===== config.mk =====
export PLATFORM = sky130hd
export DESIGN_NAME = mfp_gpio_debounce
export DESIGN_NICKNAME = d
export VERILOG_FILES = /design/src/rtl/mfp_gpio_debounce_pkg.sv /design/src/rtl/mfp_debounce_ch.sv /design/src/rtl/mfp_gpio_debounce.sv
export VERILOG_INCLUDE_DIRS = /design/src /design/src/rtl
export SDC_FILE = /design/constraint.sdc
export NUM_CORES = 1
export LEC_CHECK = 0
export CAP_MARGIN = 0
export CORE_MARGIN = 4
export CORE_UTILIZATION = 45
export CTS_CLUSTER_SIZE = 20
export DETAILED_ROUTE_END_ITERATION = 10
export DONT_BUFFER_PORTS = 1
export GPL_TIMING_DRIVEN = 1
export HOLD_SLACK_MARGIN = 0.06
export PLACE_DENSITY = 0.71
export REMOVE_ABC_BUFFERS = 1
export SYNTH_ARGS = -nofsm -noshare
export SYNTH_HDL_FRONTEND = slang
export SYNTH_SLANG_ARGS = --single-unit

===== constraint.sdc =====
create_clock -name HCLK -period 23.3 [get_ports HCLK]
set_input_delay 4.66 -clock HCLK [delete_from_list [all_inputs] [get_ports HCLK]]
set_output_delay 4.66 -clock HCLK [all_outputs]
set_load 0.02 [all_outputs]

===== src/rtl/mfp_ahb_const.vh =====
// Shared MFP constants: switch count and default debounce length.
`ifndef MFP_AHB_CONST_VH
`define MFP_AHB_CONST_VH
`define MFP_N_SW      16
`define MFP_DB_CYCLES 16
`endif


===== src/rtl/mfp_gpio_debounce_pkg.sv =====
// Parameter defaults for the GPIO debouncer, sourced from the shared MFP constants header.
package mfp_gpio_debounce_pkg;
`include "mfp_ahb_const.vh"

    localparam int unsigned MFP_N_SW_C      = `MFP_N_SW;
    localparam int unsigned MFP_DB_CYCLES_C = `MFP_DB_CYCLES;
    localparam int unsigned MFP_CNT_W_C     = 16;

endpackage


===== src/rtl/mfp_debounce_ch.sv =====
// One debounce channel: 2-flop synchronizer, stability counter, debounced bit and
// single-cycle accept strobes for rising/falling transitions.
module mfp_debounce_ch #(
    parameter int unsigned DB_CYCLES = 16,
    parameter int unsigned CNT_W     = 16,
    parameter logic        RESET_VAL = 1'b0
) (
    input  logic HCLK,
    input  logic HRESET,
    input  logic raw_i,
    output logic db_o,
    output logic rise_c,
    output logic fall_c
);

    localparam logic [CNT_W-1:0] CNT_MAX = CNT_W'(DB_CYCLES - 1);

    logic             s1_q;
    logic             s2_q;
    logic             db_q;
    logic             db_d;
    logic [CNT_W-1:0] cnt_q;
    logic [CNT_W-1:0] cnt_d;
    logic             hit_c;

    // Any sample agreeing with db_q throws away the partial count.
    always_comb begin
        cnt_d = '0;
        db_d  = db_q;
        hit_c = 1'b0;
        if (s2_q != db_q) begin
            if (cnt_q >= CNT_MAX) begin
                hit_c = 1'b1;
                db_d  = s2_q;
            end else begin
                cnt_d = cnt_q + CNT_W'(1);
            end
        end
    end

    always_ff @(posedge HCLK or posedge HRESET) begin
        if (HRESET) begin
            s1_q  <= RESET_VAL;
            s2_q  <= RESET_VAL;
            db_q  <= RESET_VAL;
            cnt_q <= '0;
        end else begin
            s1_q  <= raw_i;
            s2_q  <= s1_q;
            db_q  <= db_d;
            cnt_q <= cnt_d;
        end
    end

    assign db_o   = db_q;
    assign rise_c = hit_c & s2_q;
    assign fall_c = hit_c & ~s2_q;

endmodule


===== src/rtl/mfp_gpio_debounce.sv =====
// Multi-channel GPIO debouncer with sticky W1C rise/fall flags and a masked interrupt.
module mfp_gpio_debounce
    import mfp_gpio_debounce_pkg::*;
#(
    parameter int unsigned     N_CH      = MFP_N_SW_C,
    parameter int unsigned     DB_CYCLES = MFP_DB_CYCLES_C,
    parameter int unsigned     CNT_W     = MFP_CNT_W_C,
    parameter logic [N_CH-1:0] RESET_VAL = '0
) (
    input  logic            HCLK,
    input  logic            HRESET,
    input  logic [N_CH-1:0] in_raw,
    output logic [N_CH-1:0] db_out,
    output logic [N_CH-1:0] rise_flags,
    output logic [N_CH-1:0] fall_flags,
    input  logic            clr_valid,
    input  logic [N_CH-1:0] clr_rise,
    input  logic [N_CH-1:0] clr_fall,
    input  logic [N_CH-1:0] en_rise,
    input  logic [N_CH-1:0] en_fall,
    output logic            irq
);

    logic [N_CH-1:0] rise_set_c;
    logic [N_CH-1:0] fall_set_c;
    logic [N_CH-1:0] rise_q;
    logic [N_CH-1:0] rise_d;
    logic [N_CH-1:0] fall_q;
    logic [N_CH-1:0] fall_d;

    for (genvar i = 0; i < N_CH; i++) begin : g_ch
        mfp_debounce_ch #(
            .DB_CYCLES (DB_CYCLES),
            .CNT_W     (CNT_W),
            .RESET_VAL (RESET_VAL[i])
        ) u_ch (
            .HCLK   (HCLK),
            .HRESET (HRESET),
            .raw_i  (in_raw[i]),
            .db_o   (db_out[i]),
            .rise_c (rise_set_c[i]),
            .fall_c (fall_set_c[i])
        );
    end

    // Clear applies first, then a same-edge set overrides it.
    always_comb begin
        rise_d = rise_q | rise_set_c;
        fall_d = fall_q | fall_set_c;
        if (clr_valid) begin
            rise_d = (rise_q & ~clr_rise) | rise_set_c;
            fall_d = (fall_q & ~clr_fall) | fall_set_c;
        end
    end

    always_ff @(posedge HCLK or posedge HRESET) begin
        if (HRESET) begin
            rise_q <= '0;
            fall_q <= '0;
        end else begin
            rise_q <= rise_d;
            fall_q <= fall_d;
        end
    end

    assign rise_flags = rise_q;
    assign fall_flags = fall_q;
    assign irq        = |((rise_q & en_rise) | (fall_q & en_fall));

endmodule


==> qor.yml <==
antenna_found_initial: 0
syn_area_per_cell_um2: 16.2
required_ps: 18640
cts.hold.buffers_added: 0
num_rows: 58
pwr-share-seq: 0.512
power_mw: 1.26
layout-drive-gt1-share: 0.164
core_area_mm2: 0.0252
synth_cell_types: 20
cts_sinks: 336
dieArea_mm2: 0.0283
p_switching_mw: 0.274
antenna_cells: 0
drt_iter0_drc: 336
syn_area_mm2: 0.0115
power_density_mw_per_mm2: 91.0
synth_seq_cells: 336
fin_setup_tns_ps: 0
ctsResizeCount: 0
start_kind: "primary input"
synth_top_area_frac: 0.728
final_antenna_net_count: 0
synth_warnings: 0
combPwrFrac: 0.032
hp-class: "flip-flop to flip-flop"
drv_slew: 0
crit_arrival_ps: 5860
synth_fa_ha_area_frac: 0.0173
io_buffers: 0
wl_per_cell_um: 14.2
clk_pin_slew_ps: 60
fin_crit_ps: 10520
rsz0062_at_grt: "no"
cts_tree: "built"
criticalPathCategory: "primary input to primary output"
synth_xor_area_frac: 0.0364
fin_nets: 1024
synth_compound_area_frac: 0.0416
worstMarginPinSlew_ps: 1040
area_growth_pct: 19.5
leakage_nw: 6.32
setup_viol: 0
cts_made_buffers: 36
clockPowerShare: 0.456
first_pass_iters: 5
ios: 132
grt_max_degree: 194
initial_core_util: 0.458
max_freq_ghz: 0.0950
cts-root-buf: "clkbuf_16"
grt_usage: 0.134
muxShareOfSynthArea: 0.0139
drt-vias-per-instance: 4.57
yosysSeqAreaShare: 0.728
fin_skew_ps: 11.2
relSlewSlack: 0.310
die_h_um: 168
yosys.area_share.simple: 0.140
synth.area.top_cells: "dfrtp_1 (73%), nor4_2 (3.5%), a32o_2 (3.1%), nor4_4 (2.9%), xnor2_1 (2.4%)"
synth_top_family_by_area: "simple AND/OR/NAND/NOR gates"
outcome: "complete, no violations"
h-tree-depth: 2
p_int_mw: 0.982
grt_pass1_vias: 6285
via_count: 5849
peakVddDrop_v: 0.0000610
grt_pass1_wl_um: 30600
critPathCaptureType: "primary output"
hold_viol_final: 0
nFillCells: 2004
gp_congestion: 0.724
cts_setup_buffers: 0
crit_fanout: 1
cts.path.max_buffers: 3
wirelength_um: 18200
cap_viol_max_count: 0
clkLatencyLatePin_ps: 500
chipWidth_um: 168
sw_frac_of_total: 0.218
grt-ovfl-total: 0
hpwl_um: 12200
synthCells: 714
min_period_over_period: 0.452
drc: 0
yosysTopAreaCell: "dfrtp_1"
==> Yosys cell counts, drive strengths merged <==
cell	count
dfrtp	336
nor3	48
nor4	48
inv	33
a32o	32
nand2	32
nand3	32
xnor2	32
nand4	20
a22oi	16
buf	16
ha	16
mux2i	16
nor3b	16
xor2	16
clkbuf	3
conb	1
or4	1
==> area by class of cell <==
type | instances | area [µm²] | area share
Sequential cell | 336 | 8410 | 0.609
Multi-Input combinational cell | 517 | 3600 | 0.261
Clock buffer | 51 | 1080 | 0.0783
Tap cell | 330 | 413 | 0.0299
Clock inverter | 12 | 150 | 0.0109
Inverter | 33 | 131 | 0.00952
Timing Repair Buffer | 1 | 20.0 | 0.00145
==> power groups by stage <==
stage	clock (mW)	combinational (mW)	sequential, mW
2_1_floorplan	0	0.0315	0.648
3_3_place_gp	0	0.0400	0.653
3_5_place_dp	0	0.0407	0.654
4_1_cts	0.593	0.0408	0.644
5_1_grt	0.618	0.0470	0.646
6_report	0.573	0.0398	0.643
==> per-layer routing <==
layer	vias to the layer above	part of all wire	track usage
met3	28	0.049	0.0298
met4	0	0.020	0.0501
met2	126	0.51	0.223
met1	2926	0.42	0.173
met5	-	0	0
li1	2769	-	-
==> path summary, 6_finish.rpt <==
check	to	slack (ps)	start	depth (start not counted)
worst min register to register	g_ch[4].u_ch.s2_q	350	g_ch[4].u_ch.s1_q	0
min in group asynchronous	fall_flags[4]	4180	HRESET	1
worst max-delay path	irq	12780	en_rise[0]	3
worst max register to register	rise_flags[15]	21880	g_ch[15].u_ch.cnt_q[12]	3
max in group asynchronous	g_ch[2].u_ch.cnt_q[14]	17600	HRESET	2
worst min-delay path	g_ch[4].u_ch.s2_q	350	g_ch[4].u_ch.s1_q	0
==> critical path, stage by stage <==
cell	delay, ps
a22oi_1	340
nand4_1	140
or4_1	720
==> layout by cell type, fill, tap and decap left out <==
master / Yosys / layout
clkbuf_1: 3 / 5
clkbuf_16: 0 / 38
clkbuf_8: 0 / 8
ha_1: 16 / 16
clkinv_2: 0 / 7
mux2i_1: 16 / 16
xor2_1: 16 / 16
bufinv_16: 0 / 3
dfrtp_1: 336 / 336
xnor2_1: 32 / 32
or4_1: 1 / 1
nor3_1: 48 / 48
nor3b_1: 16 / 16
a22oi_1: 16 / 16
conb_1: 1 / 192
nor4_2: 32 / 32
nand2_1: 32 / 32
inv_6: 0 / 1
a32o_2: 32 / 32
nand4_1: 4 / 4
nand4_2: 16 / 16
nor4_4: 16 / 16
inv_8: 0 / 1
nand3_1: 32 / 32
buf_12: 0 / 1
clkinv_8: 0 / 1
inv_1: 33 / 32
==> flip-flops by register name, summed over array words and instances, names as in the netlist <==
| name | cells |
|---|---|
| fall_flags | 16 |
| g_ch.u_ch.cnt_q | 256 |
| g_ch.u_ch.db_o | 16 |
| g_ch.u_ch.s1_q | 16 |
| g_ch.u_ch.s2_q | 16 |
| rise_flags | 16 |
==> through the flow <==
stage	instances	utilization	instance area (µm²)	hold WS (ps)	setup WS, ps
after global placement	1217	0.499	12600	333	12710
after floorplan	886	-	12100	331	9330
after CTS	1280	0.548	13800	349	12690
final	1280	0.548	13800	347	12780
after detailed placement	1217	0.499	12600	336	12690
after global routing	1280	0.548	13800	351	12710
==> cells by family (layout without fill, tap and decap cells) <==
family / Yosys count / count (layout)
flip-flops: 336 / 336
AND/OR/NAND/NOR: 197 / 197
buffers and inverters: 52 / 97
AO/OA/AOI/OAI: 48 / 48
XOR/XNOR: 48 / 48
adder cells (fa/ha/maj): 16 / 16
multiplexers: 16 / 16
other: 1 / 192
(Power assumes the default switching activity.)
